===== config.mk =====
export PLATFORM = sky130hd
export DESIGN_NAME = alu_stream_engine_flat
export DESIGN_NICKNAME = d
export VERILOG_FILES = /design/src/rtl/alu_stream_if.sv /design/src/rtl/alu_stream_engine.sv /design/src/flat_wrapper.sv
export SDC_FILE = /design/constraint.sdc
export NUM_CORES = 1
export LEC_CHECK = 0
export BUFFER_PORTS_ARGS = -buffer_cell sky130_fd_sc_hd__buf_2
export CAP_MARGIN = 10
export CORE_MARGIN = 2
export CORE_UTILIZATION = 23
export CTS_BUF_LIST = sky130_fd_sc_hd__clkbuf_16
export CTS_CLUSTER_DIAMETER = 40
export DETAILED_ROUTE_END_ITERATION = 7
export GPL_ROUTABILITY_DRIVEN = 0
export GPL_TIMING_DRIVEN = 1
export PLACE_DENSITY = 0.37
export SETUP_SLACK_MARGIN = 0.1
export SYNTH_ARGS = -nofsm -noshare
export SYNTH_HDL_FRONTEND = slang
export SYNTH_SLANG_ARGS = --single-unit

===== constraint.sdc =====
create_clock -name clk -period 3.4 [get_ports clk]
set_input_delay 0.68 -clock clk [delete_from_list [all_inputs] [get_ports clk]]
set_output_delay 0.68 -clock clk [all_outputs]
set_load 0.01 [all_outputs]

===== src/rtl/alu_stream_if.sv =====
// alu_stream_if: request/response bus between an ALU stimulus source and
// the ALU stream engine.
//   req_valid/req_ready  request handshake, carries req_a, req_b, req_select
//   rsp_valid/rsp_ready  response handshake, carries rsp_out and its flags
//                        (zero, carry, sign, parity, overflow)
// master: the requester that also consumes responses.
// slave : the engine that accepts requests and produces responses.
interface alu_stream_if #(
    parameter int WIDTH = 8
);
    logic             req_valid;
    logic             req_ready;
    logic [WIDTH-1:0] req_a;
    logic [WIDTH-1:0] req_b;
    logic [2:0]       req_select;

    logic             rsp_valid;
    logic             rsp_ready;
    logic [WIDTH-1:0] rsp_out;
    logic             rsp_zero;
    logic             rsp_carry;
    logic             rsp_sign;
    logic             rsp_parity;
    logic             rsp_overflow;

    modport master (
        output req_valid, req_a, req_b, req_select, rsp_ready,
        input  req_ready, rsp_valid, rsp_out, rsp_zero, rsp_carry,
               rsp_sign, rsp_parity, rsp_overflow
    );

    modport slave (
        input  req_valid, req_a, req_b, req_select, rsp_ready,
        output req_ready, rsp_valid, rsp_out, rsp_zero, rsp_carry,
               rsp_sign, rsp_parity, rsp_overflow
    );
endinterface


===== src/rtl/alu_stream_engine.sv =====
// alu_stream_engine: accepts ALU operations on a valid/ready request port,
// evaluates them in the accept cycle, and queues the results in a small
// in-order FIFO that is drained through a valid/ready response port.
// Ports:
//   clk       clock, all state updates on the rising edge
//   rst       asynchronous active-high reset
//   bus       alu_stream_if slave: request a/b/select in, result + flags out
//   ops_done  number of responses popped since reset (wraps)
module alu_stream_engine #(
    parameter int WIDTH = 8,
    parameter int DEPTH = 4,
    parameter int CNT_W = 16
) (
    input  logic             clk,
    input  logic             rst,
    alu_stream_if.slave      bus,
    output logic [CNT_W-1:0] ops_done
);
    localparam int PTR_W  = $clog2(DEPTH);
    localparam int FCNT_W = $clog2(DEPTH + 1);
    localparam logic [FCNT_W-1:0] FULL = FCNT_W'(DEPTH);

    // zero, sign and parity are derived from out at the FIFO head, so only
    // the flags that need the operands are stored.
    typedef struct packed {
        logic             ovf;
        logic             carry;
        logic [WIDTH-1:0] out;
    } result_t;

    function automatic result_t alu_eval(input logic [WIDTH-1:0] a,
                                         input logic [WIDTH-1:0] b,
                                         input logic [2:0]       sel);
        result_t          r;
        logic [WIDTH:0]   ext;
        r   = '0;
        ext = '0;
        case (sel)
            3'b000: begin
                ext     = {1'b0, a} + {1'b0, b};
                r.out   = ext[WIDTH-1:0];
                r.carry = ext[WIDTH];
                r.ovf   = (a[WIDTH-1] == b[WIDTH-1]) && (r.out[WIDTH-1] != a[WIDTH-1]);
            end
            3'b001: begin
                // Top bit of the widened difference is the unsigned borrow.
                ext     = {1'b0, a} - {1'b0, b};
                r.out   = ext[WIDTH-1:0];
                r.carry = ext[WIDTH];
                r.ovf   = (a[WIDTH-1] != b[WIDTH-1]) && (r.out[WIDTH-1] != a[WIDTH-1]);
            end
            3'b010: r.out = a & b;
            3'b011: r.out = a | b;
            3'b100: r.out = a ^ b;
            3'b101: r.out = ~a;
            3'b110: begin
                r.out   = {a[WIDTH-2:0], 1'b0};
                r.carry = a[WIDTH-1];
            end
            default: begin
                r.out   = {1'b0, a[WIDTH-1:1]};
                r.carry = a[0];
            end
        endcase
        return r;
    endfunction

    result_t             fifo_mem [DEPTH];
    result_t             new_res;
    result_t             head;
    logic [PTR_W-1:0]    wr_ptr_q, wr_ptr_d;
    logic [PTR_W-1:0]    rd_ptr_q, rd_ptr_d;
    logic [FCNT_W-1:0]   count_q, count_d;
    logic [CNT_W-1:0]    ops_q, ops_d;
    logic                push;
    logic                pop;
    logic                valid;

    // req_ready depends only on registered occupancy (and reset), never on rsp_ready.
    assign bus.req_ready = !rst && (count_q < FULL);
    assign valid         = (count_q != '0);
    assign push          = bus.req_valid && bus.req_ready;
    assign pop           = valid && bus.rsp_ready;
    assign new_res       = alu_eval(bus.req_a, bus.req_b, bus.req_select);
    assign head          = fifo_mem[rd_ptr_q];

    always_comb begin
        wr_ptr_d = wr_ptr_q;
        rd_ptr_d = rd_ptr_q;
        count_d  = count_q;
        ops_d    = ops_q;
        if (push) begin
            wr_ptr_d = wr_ptr_q + PTR_W'(1);
        end
        if (pop) begin
            rd_ptr_d = rd_ptr_q + PTR_W'(1);
            ops_d    = ops_q + CNT_W'(1);
        end
        case ({push, pop})
            2'b10:   count_d = count_q + FCNT_W'(1);
            2'b01:   count_d = count_q - FCNT_W'(1);
            default: count_d = count_q;
        endcase
    end

    always_ff @(posedge clk or posedge rst) begin
        if (rst) begin
            wr_ptr_q <= '0;
            rd_ptr_q <= '0;
            count_q  <= '0;
            ops_q    <= '0;
        end else begin
            wr_ptr_q <= wr_ptr_d;
            rd_ptr_q <= rd_ptr_d;
            count_q  <= count_d;
            ops_q    <= ops_d;
        end
    end

    // Storage needs no reset: entries are only visible while count_q covers them.
    always_ff @(posedge clk) begin
        if (push) begin
            fifo_mem[wr_ptr_q] <= new_res;
        end
    end

    // Outputs come straight from the head entry, forced to zero when empty.
    assign bus.rsp_valid    = valid;
    assign bus.rsp_out      = valid ? head.out : '0;
    assign bus.rsp_zero     = valid && (head.out == '0);
    assign bus.rsp_carry    = valid && head.carry;
    assign bus.rsp_sign     = valid && head.out[WIDTH-1];
    assign bus.rsp_parity   = valid && (^head.out);
    assign bus.rsp_overflow = valid && head.ovf;
    assign ops_done         = ops_q;
endmodule


===== src/flat_wrapper.sv =====
// flat-port wrapper written by rule: the top's interface ports become plain ports
module alu_stream_engine_flat 
#(
    parameter int WIDTH = 8,
    parameter int DEPTH = 4,
    parameter int CNT_W = 16
)
  (clk, rst, ops_done, bus_req_valid, bus_req_a, bus_req_b, bus_req_select, bus_rsp_ready, bus_req_ready, bus_rsp_valid, bus_rsp_out, bus_rsp_zero, bus_rsp_carry, bus_rsp_sign, bus_rsp_parity, bus_rsp_overflow);
  alu_stream_if #(.WIDTH(WIDTH)) bus_i ();
  input  logic clk;
  input  logic rst;
  output logic [CNT_W-1:0] ops_done;
  input wire logic [$bits(bus_i.req_valid)-1:0] bus_req_valid;
  input wire logic [$bits(bus_i.req_a)-1:0] bus_req_a;
  input wire logic [$bits(bus_i.req_b)-1:0] bus_req_b;
  input wire logic [$bits(bus_i.req_select)-1:0] bus_req_select;
  input wire logic [$bits(bus_i.rsp_ready)-1:0] bus_rsp_ready;
  output wire logic [$bits(bus_i.req_ready)-1:0] bus_req_ready;
  output wire logic [$bits(bus_i.rsp_valid)-1:0] bus_rsp_valid;
  output wire logic [$bits(bus_i.rsp_out)-1:0] bus_rsp_out;
  output wire logic [$bits(bus_i.rsp_zero)-1:0] bus_rsp_zero;
  output wire logic [$bits(bus_i.rsp_carry)-1:0] bus_rsp_carry;
  output wire logic [$bits(bus_i.rsp_sign)-1:0] bus_rsp_sign;
  output wire logic [$bits(bus_i.rsp_parity)-1:0] bus_rsp_parity;
  output wire logic [$bits(bus_i.rsp_overflow)-1:0] bus_rsp_overflow;
  assign bus_i.req_valid = bus_req_valid;
  assign bus_i.req_a = bus_req_a;
  assign bus_i.req_b = bus_req_b;
  assign bus_i.req_select = bus_req_select;
  assign bus_i.rsp_ready = bus_rsp_ready;
  assign bus_req_ready = bus_i.req_ready;
  assign bus_rsp_valid = bus_i.rsp_valid;
  assign bus_rsp_out = bus_i.rsp_out;
  assign bus_rsp_zero = bus_i.rsp_zero;
  assign bus_rsp_carry = bus_i.rsp_carry;
  assign bus_rsp_sign = bus_i.rsp_sign;
  assign bus_rsp_parity = bus_i.rsp_parity;
  assign bus_rsp_overflow = bus_i.rsp_overflow;
  alu_stream_engine #(.WIDTH(WIDTH), .DEPTH(DEPTH), .CNT_W(CNT_W)) u_core (.clk(clk), .rst(rst), .bus(bus_i), .ops_done(ops_done));
endmodule

# --- Word level (Yosys, flattened, before mapping) ---
# Memories as Yosys holds them, arrays and structs flattened.
# Cells that the tools add are included.
op_classes:
  n_mux: 7
  n_reduce_logical: 17
  n_div: 0
  n_eq_ne: 12
  n_addsub: 7
  shift: 0
  n_mul: 0
  bitwise: 4
  n_lt_le_gt_ge: 1
op_table:
  columns: ["cell", "n"]
  rows:
  - ["8-bit one-hot mux with 7 select lines", 1]
  - ["16-bit by 1-bit adder with 16-bit output, second input constant", 1]
  - ["1-bit logical AND", 10]
  - ["8-bit by 8-bit adder with 9-bit output", 1]
  - ["3-bit == test, second input constant", 3]
  - ["8-bit by 8-bit subtractor with 9-bit output", 1]
  - ["8-bit bitwise AND", 1]
  - ["8-bit zero test", 1]
  - ["8-bit two-way mux", 1]
  - ["8-bit NOT", 1]
  - ["8-bit OR", 1]
  - ["8-bit parity", 1]
  - ["8-bit bitwise XOR", 1]
  - ["3-bit by 2-bit == test with 1-bit output, second input constant", 2]
  - ["3-bit one-hot mux with 2 select lines", 1]
  - ["2-bit by 1-bit adder with 2-bit output, second input constant", 2]
  - ["1-bit one-hot mux with 4 select lines", 1]
  - ["4-bit OR reduction", 1]
  - ["3-bit by 1-bit adder with 3-bit output, second input constant", 1]
  - ["3-bit by 1-bit == test with 1-bit output, second input constant", 1]
  - ["3-bit zero test", 1]
  - ["3-bit < comparator, second input constant", 1]
  - ["1-bit inequality test", 3]
  - ["3-bit nonzero test", 1]
  - ["8 further kinds", 9]
totals:
  elab_cells: 53
  inputBits: 23
  latchBits: 0
  ramBits: 40
  rom_bits: 0
  out_inout_bits: 31
  regBits: 23
  memories: 1
mem_list:
  columns: ["memory", "depth", "width", "read_ports", "rd_clocked_by_memory_dff", "write_ports", "line_no", "source"]
  rows:
  - ["u_core.fifo_mem", 4, 10, 1, 0, 1, "alu_stream_engine.sv:68", "result_t fifo_mem [DEPTH];"]

# --- Longest topological paths before layout ---
# Gate-level depths: netlist of the first run.
logic_depth:
  word_depth: 5
  mapped_depth: 9

# --- Worst setup path after synthesis of the first run ---
# Ideal clock, no wire load.
synth_path:
  kind: "register to output"
  from: "register u_core.rd_ptr_q[0]"
  to: "output bus_rsp_parity"
  arrival_time_ns: 1.932
  path_stages_with_launch: 8
  n_path_buf: 1
  path_slack_ns: 0.788
  cell_sequence: "dfrtp_1 > buf_2 > mux4_2 > inv_1 > ha_1 > xnor2_1 > xnor2_1 > nor2_1"
synth_between:
  elab_chain_cells: 3
synth_lines:
  columns: ["element", "line_no", "source"]
  rows:
  - ["start: declaration", "alu_stream_engine.sv:72", "logic [PTR_W-1:0] rd_ptr_q, rd_ptr_d;"]
  - ["start signal: assignment", "alu_stream_engine.sv:114", "rd_ptr_q <= rd_ptr_d;"]
  - ["memory read 4 x 10 bit", null, null]
  - ["8-bit parity", "alu_stream_engine.sv:133", "assign bus.rsp_parity = valid && (^head.out);"]
  - ["1-bit logical AND", "alu_stream_engine.sv:133", null]
  - ["end: declaration", "flat_wrapper.sv:24", "output wire logic [$bits(bus_i.rsp_parity)-1:0] bus_rsp_parity;"]
# No other way between the ends.

# --- Worst setup path after layout of the first run ---
# Same ends and word-level chain as after synthesis.

==> impl_metrics.py, run 1 <==
metrics = {
    "status": {
        "status": "finished, final reports clean",
    },
    "synthesis": {
        "syn_area_um2": 4155,
        "ys_seq_area_frac": 0.4276,
        "async_flop_share": 0.3651,
        "synthesis.nets": 452,
        "ys_types": 59,
        "yosysWarnings": 0,
        "synthTopCellsByArea": "edfxtp_1, dfrtp_1, ha_1",
        "syn_inst": 392,
        "yosysTopAreaCell": "edfxtp_1",
        "ys_ff_latch": 63,
        "synth_enable_flop_cells": 40,
        "synthDominantCellAreaShare": 0.2891,
        "syn_area_per_cell_um2": 10.60,
        "ys.flop_type": "edfxtp_1",
    },
    "layout": {
        "nNetsFinal": 504,
        "fillers": 1881,
        "design_area_um2": 4994,
        "layout_commonest_cell": "buf_2",
        "synthToLayoutAreaGrowth_pct": 20.17,
        "final_util": 0.2799,
        "stdcell_count": 678,
        "final_cell_mix": "buf_2, inv_1, edfxtp_1",
        "drive_gt1_frac": 0.2138,
        "insertedDiodeCount": 0,
    },
    "clock_tree": {
        "cts_setup_buffers": 0,
        "clock-sinks": 63,
        "clkLatencyLatePin_ns": 0.32,
        "root_buffer": "clkbuf_16",
        "path_clk_slew_ns": 0.06,
        "cts_max_level": 3,
        "cts_hold_buffers": 0,
        "cts_tree": "built",
        "clockBufferDepth": 2,
        "cts_buffers": 9,
        "cts_resized": 0,
    },
    "timing": {
        "rsz0062_at_grt": "false",
        "fmax_mhz": 333.8,
        "slew_headroom": 0.3640,
        "hold_violations": 0,
        "hold_ws_ns": 0.4610,
        "period_share": 0.8811,
        "worst_slew_pin_slew_ns": 0.9530,
        "setup_viol": 0,
        "fin_ws_ns": 0.4044,
        "finClkSkew_ns": 0.007729,
        "final_max_slew_viol_count": 0,
        "finalSetupTns_ns": 0,
        "fin_crit_ns": 2.996,
    },
    "power": {
        "p_leak_nw": 2.150,
        "p_total_mw": 3.327,
        "p_sw_frac": 0.3454,
        "combPwrFrac": 0.387,
        "power_frac_seq": 0.320,
        "power.internal_mw": 2.178,
        "pwr_density_cell_nw_per_um2": 666.3,
        "switching_power_mw": 1.149,
        "vdd_drop_max_mv": 0.3617,
        "clkPwrFrac": 0.294,
    },
    "detailed_routing": {
        "drtIter0Drc": 136,
        "wl_um": 10390,
        "ant_nets": 0,
        "first_pass_iters": 4,
        "via_per_inst": 4.560,
        "num_vias": 3092,
        "drc": 0,
        "wl_per_cell_um": 15.32,
    },
    "place": {
        "dp.cells": 662,
        "placed_area_um2": 4671,
        "portBuffers": 53,
        "dp_hpwl_um": 7826,
        "post-place-ws_ns": 0.4071,
    },
    "flow_run": {
        "cap_violations": 0,
    },
    "worst_hold_path": {
        "hp-class": "reg2reg",
    },
    "worst_setup_path": {
        "startpoint_type": "flip-flop",
        "crit_fanout": 12,
        "crit_type": "reg2out",
        "endpoint_kind": "output port",
        "cp_data_arrival_time_ns": 2.32,
        "required_ns": 2.72,
    },
    "global_routing": {
        "grt-ovfl-total": 0,
        "antenna_found_initial": 0,
        "grt.total_usage": 0.1102,
        "grt_pass1_wl_um": 16860,
        "grt_max_degree": 24,
        "grt_pass1_vias": 3133,
    },
    "floorplanning": {
        "ios": 54,
        "die_area_um2": 19160,
        "core-area_um2": 17840,
        "start_util": 0.2329,
        "die_h_um": 138.4,
        "rows": 49,
        "die_x_um": 138.4,
    },
}
critical path, cell delays in order (launching register included):
cell	delay [ns]
dfrtp_1	0.32
buf_4	0.25
mux4_2	0.53
inv_1	0.11
ha_1	0.25
xnor2_1	0.19
xnor2_1	0.15
nor2_1	0.06
buf_2	0.14
cell families after synthesis:
family	share of synthesized area
and+or+nand+nor	0.1376
muxes	0.07709
adders and majority gates	0.1168
buffers and inverters	0.05841
DFF	0.4276
xor gates and xnor gates	0.05269
AOI/OAI and AO/OA	0.1298
state kept, by name (all words and copies together) (netlist names):
signal	flops
u_core.count_q	3
u_core.fifo_mem	40
u_core.ops_done	16
u_core.rd_ptr_q	2
u_core.wr_ptr_q	2
power by group through the flow:
| stage | clock, mW | sequential, mW | combinational, mW |
|---|---|---|---|
| floorplan | 0 | 1.06 | 0.897 |
| CTS | 1.00 | 1.07 | 1.32 |
| finish | 0.978 | 1.06 | 1.29 |
| detailed placement | 0 | 1.08 | 1.32 |
| global placement | 0 | 1.08 | 1.30 |
| global route | 1.03 | 1.08 | 1.45 |
final timing paths:
kind | startpoint | end | slack [ns] | depth (start not counted)
setup reg to reg | u_core.count_q[0]$_DFFE_PP0P_ | u_core.count_q[2]$_DFFE_PP0P_ | 1.39 | 7
hold reg to reg | u_core.ops_done[15]$_DFFE_PP0P_ | u_core.ops_done[15]$_DFFE_PP0P_ | 0.46 | 1
hold / removal | u_core.ops_done[15]$_DFFE_PP0P_ | u_core.ops_done[15]$_DFFE_PP0P_ | 0.46 | 1
setup / recovery | u_core.rd_ptr_q[0]$_DFFE_PP0P_ | bus_rsp_parity | 0.40 | 8
min in group asynchronous | rst | u_core.count_q[2]$_DFFE_PP0P_ | 0.58 | 2
max in group asynchronous | rst | u_core.ops_done[3]$_DFFE_PP0P_ | 2.23 | 2
layout make-up:
type                       instances  area [um2]  share of cell area
multi-input combinational        269        2136              0.4277
clock inverter                     7       97.59             0.01954
timing repair buffer              60       317.8             0.06364
clock buffer                       9       225.2             0.04510
inverter                          41       153.9             0.03082
tap                              229       286.5             0.05738
sequential                        63        1777              0.3558
routing by layer:
| layer | global-route usage | wire length [um] | vias up |
|---|---|---|---|
| li1 | - | - | 1507 |
| met1 | 0.1392 | 4785 | 1480 |
| met2 | 0.1886 | 4936 | 89 |
| met3 | 0.02251 | 469 | 16 |
| met4 | 0.03652 | 199 | 0 |
| met5 | 0 | 0 | - |
Yosys cell counts (3+ instances only):
cell      count
and3_1       10
ha_1         34
xnor2_1      18
a21oi_1      11
o21ai_0      19
fa_1          3
mux2i_1       5
nor2_1       35
or3_1         3
mux4_2       11
clkbuf_1      8
inv_1        40
xor2_1        7
buf_1         4
nand3_1       9
nor2b_1       7
buf_2         5
dfrtp_1      23
nand2_1      19
a211oi_1      6
nand4_1       6
o31a_1        4
edfxtp_1     40
a31oi_1       3
o311ai_0      3
o22ai_1       5
and2_1        3
nor3_1        9
No activity file was read; power rests on OpenSTA's default activity.
==> run 2, diff against run 1 <==
--- a/config.mk
+++ b/config.mk
@@ -7,6 +7,7 @@
 export LEC_CHECK = 0
 export BUFFER_PORTS_ARGS = -buffer_cell sky130_fd_sc_hd__buf_2
 export CAP_MARGIN = 10
+export CORE_ASPECT_RATIO = 0.9
 export CORE_MARGIN = 2
 export CORE_UTILIZATION = 23
 export CTS_BUF_LIST = sky130_fd_sc_hd__clkbuf_16
==> impl_metrics.py, run 2 (same netlist as run 1, synthesis figures left out) <==
metrics = {
    "clock_tree": {
        "path_clk_slew_ns": 0.05,
        "cts_setup_buffers": 0,
        "cts_buffers": 9,
        "cts_hold_buffers": 0,
        "cts_resized": 0,
        "cts_max_level": 3,
        "clkLatencyLatePin_ns": 0.32,
        "root_buffer": "clkbuf_16",
        "cts_tree": "built",
        "clock-sinks": 63,
        "clockBufferDepth": 2,
    },
    "timing": {
        "final_max_slew_viol_count": 0,
        "finalSetupTns_ns": 0,
        "rsz0062_at_grt": "false",
        "slew_headroom": 0.4104,
        "hold_violations": 0,
        "period_share": 0.8869,
        "finClkSkew_ns": 0.006080,
        "fmax_mhz": 331.6,
        "fin_crit_ns": 3.016,
        "worst_slew_pin_slew_ns": 0.8834,
        "setup_viol": 0,
    },
    "layout": {
        "insertedDiodeCount": 0,
        "nNetsFinal": 506,
        "largest_register_ffs": 40,
        "top_register": "u_core.fifo_mem",
        "fillers": 1876,
        "final_cell_mix": "buf_2, inv_1, edfxtp_1",
        "final-seq-area_um2": 1777,
        "layout_commonest_cell": "buf_2",
        "multi_input_area_um2": 2136,
        "synthToLayoutAreaGrowth_pct": 19.33,
        "drive_gt1_frac": 0.2094,
    },
    "floorplanning": {
        "rows": 46,
        "ios": 54,
        "die_h_um": 131.5,
        "core-area_um2": 17670,
        "die_area_um2": 19160,
        "die_x_um": 145.7,
        "start_util": 0.2352,
    },
    "global_routing": {
        "use_met2": 0.1758,
        "grtUsageMet3": 0.01910,
        "grt.total_usage": 0.1099,
        "grt_max_degree": 24,
        "grt-ovfl-total": 0,
        "grt_pass1_wl_um": 16790,
        "antenna_found_initial": 0,
        "grt_pass1_vias": 3180,
        "busiest_layer": "met2",
        "grt_use_met1": 0.1497,
    },
    "detailed_routing": {
        "wl_per_cell_um": 14.89,
        "first_pass_iters": 7,
        "ant_nets": 0,
        "drc": 0,
        "num_vias": 3089,
        "drtIter0Drc": 124,
        "wl_um": 10260,
        "via_per_inst": 4.483,
    },
    "worst_hold_path": {
        "hold_depth": 1,
        "min_from": "u_core.ops_done[15]$_DFFE_PP0P_",
        "holdPathEnd": "u_core.ops_done[15]$_DFFE_PP0P_",
        "hp-class": "reg2reg",
    },
    "worst_setup_path": {
        "startpoint_type": "flip-flop",
        "required_ns": 2.72,
        "r2r_slack_ns": 1.38,
        "crit_fanout": 9,
        "r2r_cells": 7,
        "cp_data_arrival_time_ns": 2.34,
        "r2r_end": "u_core.count_q[2]$_DFFE_PP0P_",
        "endpoint_kind": "output port",
        "crit_type": "reg2out",
        "reg2reg_from": "u_core.count_q[0]$_DFFE_PP0P_",
    },
    "flow_run": {
        "cap_violations": 0,
    },
    "place": {
        "dp_hpwl_um": 7751,
        "portBuffers": 53,
    },
    "power": {
        "p_leak_nw": 2.146,
        "p_total_mw": 3.113,
        "pwr_density_cell_nw_per_um2": 627.8,
        "vdd_drop_max_mv": 0.2166,
    },
    "status": {
        "status": "finished, final reports clean",
    },
}
==> run 2: cell types whose count changed in the layout (fill, tap and decap cells not counted), sizes merged <==
| cell | before | now |
|---|---|---|
| clkinvlp | 1 | 0 |
| inv | 40 | 43 |
| buf | 60 | 62 |
| bufinv | 2 | 0 |
| clkinv | 5 | 3 |
==> run 2: metal layers <==
metal  vias to the layer above  part of all wire
li1                       1512                 -
met5                         -                 0
met3                         9             0.029
met1                      1507              0.49
met4                         0             0.011
met2                        61              0.46
==> run 2: worst max path at each step <==
stage	from	endpoint	slack (ns)	depth (start not counted)
3_3_place_gp	bus_req_a[0]	u_core.fifo_mem[0][6]$_DFFE_PP_	0.46	9
2_1_floorplan	u_core.rd_ptr_q[0]$_DFFE_PP0P_	bus_rsp_parity	0.79	7
3_5_place_dp	bus_req_a[1]	u_core.fifo_mem[1][7]$_DFFE_PP_	0.42	8
6_report	u_core.rd_ptr_q[0]$_DFFE_PP0P_	bus_rsp_parity	0.38	8
5_1_grt	u_core.rd_ptr_q[0]$_DFFE_PP0P_	bus_rsp_parity	0.21	8
4_1_cts	u_core.rd_ptr_q[0]$_DFFE_PP0P_	bus_rsp_parity	0.33	8
==> run 2: final cells by class <==
cell class / instances / area share
clock buffer: 9 / 0.04542
clock inverter: 5 / 0.004290
timing repair buffer: 62 / 0.06964
sequential: 63 / 0.3583
inverter: 41 / 0.03104
multi-input combinational: 269 / 0.4307
tap: 240 / 0.06056
==> run 2: power breakdown <==
| part | switching (mW) | internal, mW |
|---|---|---|
| registers | 0.124 | 0.955 |
| logic | 0.668 | 0.601 |
| clock network | 0.293 | 0.472 |
==> run 2: per-stage QoR <==
step	instance area (um2)	std cells	setup WS, ns	util	hold slack, ns
after floorplan	4155	392	0.7877	-	0.4850
after CTS	4959	689	0.3286	0.2806	0.4738
final	4959	689	0.3844	0.2806	0.4735
after detailed placement	4712	675	0.4199	0.2667	0.4674
after global routing	4959	689	0.2075	0.2806	0.4974
after global placement	4712	675	0.4600	0.2667	0.4562
==> run 2: critical path, stage by stage (launching register included) <==
cell	delay, ns
dfrtp_1	0.46
buf_12	0.19
mux4_2	0.53
inv_1	0.10
ha_1	0.24
xnor2_1	0.18
xnor2_1	0.13
nor2_1	0.05
buf_2	0.13
==> run 3, diff against run 2 <==
--- a/config.mk
+++ b/config.mk
@@ -5,6 +5,7 @@
 export SDC_FILE = /design/constraint.sdc
 export NUM_CORES = 1
 export LEC_CHECK = 0
+export ABC_AREA = 1
 export BUFFER_PORTS_ARGS = -buffer_cell sky130_fd_sc_hd__buf_2
 export CAP_MARGIN = 10
 export CORE_ASPECT_RATIO = 0.9
==> constraint.sdc (replaced) <==
create_clock -name clk -period 2.9 [get_ports clk]
set_input_delay 0.58 -clock clk [delete_from_list [all_inputs] [get_ports clk]]
set_output_delay 0.58 -clock clk [all_outputs]
set_load 0.01 [all_outputs]
==> impl_metrics.py, run 3 <==
metrics = {
    "status": {
        "status": "finished, final reports clean",
    },
    "worst_setup_path": {
        "r2r_slack_ns": 0.93,
        "cp_top_family": "buffers and inverters",
        "path_buf_inv": 4,
        "cp_data_arrival_time_ns": 2.18,
        "crit_type": "reg2out",
        "slowest_delay_ns": 0.43,
        "crit_chain": "inv_4 -> buf_6 -> buf_16 -> nand2_4 -> a32o_2 -> ha_4 -> xor2_2 -> xor2_1 -> nor2_1 -> buf_2",
        "endpoint_kind": "output port",
        "required_ns": 2.32,
        "crit_fanout": 8,
        "crit_slowest_cell": "dfrtp_1",
        "startpoint_type": "flip-flop",
    },
    "global_routing": {
        "grt_pass1_vias": 3508,
        "grt_max_degree": 24,
        "antenna_found_initial": 0,
        "grt_pass1_wl_um": 18990,
        "grt.total_usage": 0.1242,
        "grt-ovfl-total": 0,
    },
    "timing": {
        "slew_headroom": 0.3670,
        "hold_violations": 0,
        "finalSetupTns_ns": 0,
        "final_max_slew_viol_count": 0,
        "setup_viol": 0,
        "fmax_mhz": 362.6,
        "fin_crit_ns": 2.758,
        "period_share": 0.9509,
        "finClkSkew_ns": 0.006728,
        "hold_ws_ns": 0.4806,
        "fin_ws_ns": 0.1423,
        "rsz0062_at_grt": "true",
        "worst_slew_pin_slew_ns": 0.9485,
    },
    "synthesis": {
        "synthDominantCellAreaShare": 0.2812,
        "ys_ff_latch": 63,
        "ys_types": 38,
        "ys.flop_type": "edfxtp_1",
        "synthTopCellsByArea": "edfxtp_1, dfrtp_1, ha_1",
        "syn_inst": 503,
        "syn_area_um2": 4272,
        "synth_enable_flop_cells": 40,
        "yosysWarnings": 0,
        "yosysTopAreaCell": "edfxtp_1",
        "ys_seq_area_frac": 0.4159,
        "synth_commonest_cells": "nand2_1, inv_1, nor2_1, edfxtp_1, nand3_1",
        "yosysMostFrequentCell": "nand2_1",
        "synthesis.nets": 563,
        "syn_area_per_cell_um2": 8.492,
        "async_flop_share": 0.3651,
    },
    "clock_tree": {
        "path_clk_slew_ns": 0.05,
        "cts_buffers": 9,
        "clkLatencyLatePin_ns": 0.32,
        "cts_tree": "built",
        "clockBufferDepth": 2,
        "clock-sinks": 63,
        "cts_max_level": 3,
        "root_buffer": "clkbuf_16",
    },
    "floorplanning": {
        "die_area_um2": 19680,
        "ios": 54,
        "die_h_um": 133.3,
        "core-area_um2": 18290,
        "die_x_um": 147.7,
        "start_util": 0.2336,
        "rows": 47,
    },
    "layout": {
        "drive_gt1_frac": 0.2080,
        "nNetsFinal": 627,
        "layout_commonest_cell": "nand2_1",
        "synthToLayoutAreaGrowth_pct": 24.37,
        "fillers": 1952,
        "top_register": "u_core.fifo_mem",
        "insertedDiodeCount": 0,
        "largest_register_ffs": 40,
        "final_cell_mix": "nand2_1, inv_1, nor2_1",
    },
    "power": {
        "vdd_drop_max_mv": 0.3243,
        "p_leak_nw": 2.480,
        "pwr_density_cell_nw_per_um2": 825.4,
    },
    "detailed_routing": {
        "via_per_inst": 4.444,
        "first_pass_iters": 4,
        "num_vias": 3631,
        "ant_nets": 0,
        "drtIter0Drc": 223,
        "drc": 0,
        "wl_um": 11930,
        "wl_per_cell_um": 14.60,
    },
    "worst_hold_path": {
        "hp-class": "in2async",
    },
    "place": {
        "post-place-ws_ns": 0.3199,
        "portBuffers": 53,
        "dp_hpwl_um": 8926,
    },
    "flow_run": {
        "cap_violations": 0,
    },
}
==> run 3: changes by cell type in the layout (fill, tap and decap cells not counted), moves of 6 or more <==
cell and change:
nor2_1 +22, mux4_2 -11, a211oi_1 -6, xor2_1 +8, and3_1 -10, a21oi_1 +11
o21ai_0 -7, xnor2_1 -12, nor2b_1 -7, nand3_1 +26, nand2_1 +87, inv_1 +20
nand3_2 +6
==> run 3: stage by stage <==
stage            util  instances  cell area (um2)  power, mW
5_1_grt        0.2905        817             5313      4.694
3_3_place_gp   0.2631        794             4812      2.955
3_5_place_dp   0.2631        794             4812      2.965
6_report       0.2905        817             5313      4.385
2_1_floorplan       -        503             4272      2.411
4_1_cts        0.2864        815             5239      4.285
==> run 3: what timing repair did <==
item / CTS / global route
resized for setup: 11 / 16
pin swaps: 4 / 7
hold buffers: 0 / 0
endpoints found under the setup margin: 1 / 1
hold endpoints to repair: 0 / 0
gates cloned: 2 / 0
buffers inserted: 3 / 2
==> run 3: final timing paths <==
path / start / to / cells past startpoint
worst min-delay path: rst / u_core.ops_done[4]$_DFFE_PP0P_ / 2
min in group clk: u_core.ops_done[4]$_DFFE_PP0P_ / u_core.ops_done[4]$_DFFE_PP0P_ / 1
worst min register to register: u_core.ops_done[4]$_DFFE_PP0P_ / u_core.ops_done[4]$_DFFE_PP0P_ / 1
max in group asynchronous: rst / u_core.wr_ptr_q[0]$_DFFE_PP0P_ / 2
worst max-delay path: u_core.rd_ptr_q[0]$_DFFE_PP0P_ / bus_rsp_parity / 10
worst max register to register: u_core.count_q[1]$_DFFE_PP0P_ / u_core.count_q[2]$_DFFE_PP0P_ / 10
==> run 3: layer usage <==
layer,up-vias,global-route usage,part of all wire
met5,-,0,0
met3,17,0.02192,0.046
met1,1728,0.1776,0.49
li1,1792,-,-
met2,94,0.1904,0.45
met4,0,0.03953,0.017
==> run 3: logic make-up after synthesis <==
logic type / synth area share
AO/OA/AOI/OAI: 0.09198
XOR/XNOR: 0.04716
adder cells (fa/ha/maj): 0.1137
buffers and inverters: 0.07909
flip-flops: 0.4159
AND/OR/NAND/NOR: 0.2522
==> run 3: area by class of cell <==
class,count,area (um2),share of cell area
flip-flops and latches,63,1777,0.3344
clock buffers,9,225.2,0.04239
repair buffers,66,437.9,0.08243
inverters,69,266.5,0.05016
multi-input cells,358,2243,0.4223
clock inverters,7,56.30,0.01060
well taps,245,306.5,0.05770
==> run 3: worst reg2reg max path: cells and delay by family, from the launching register on <==
family | cells | cell delay, ns
DFF | 1 | 0.34
buffers and inverters | 3 | 0.35
adders and majority gates | 2 | 0.55
and+or+nand+nor | 2 | 0.21
xor gates and xnor gates | 1 | 0.15
AOI/OAI and AO/OA | 2 | 0.25
==> run 3: where the power goes <==
| part | total, mW | switching, mW | internal (mW) |
|---|---|---|---|
| combinational | 2.14 | 1.19 | 0.951 |
| clock | 1.02 | 0.370 | 0.650 |
| sequential | 1.22 | 0.109 | 1.11 |
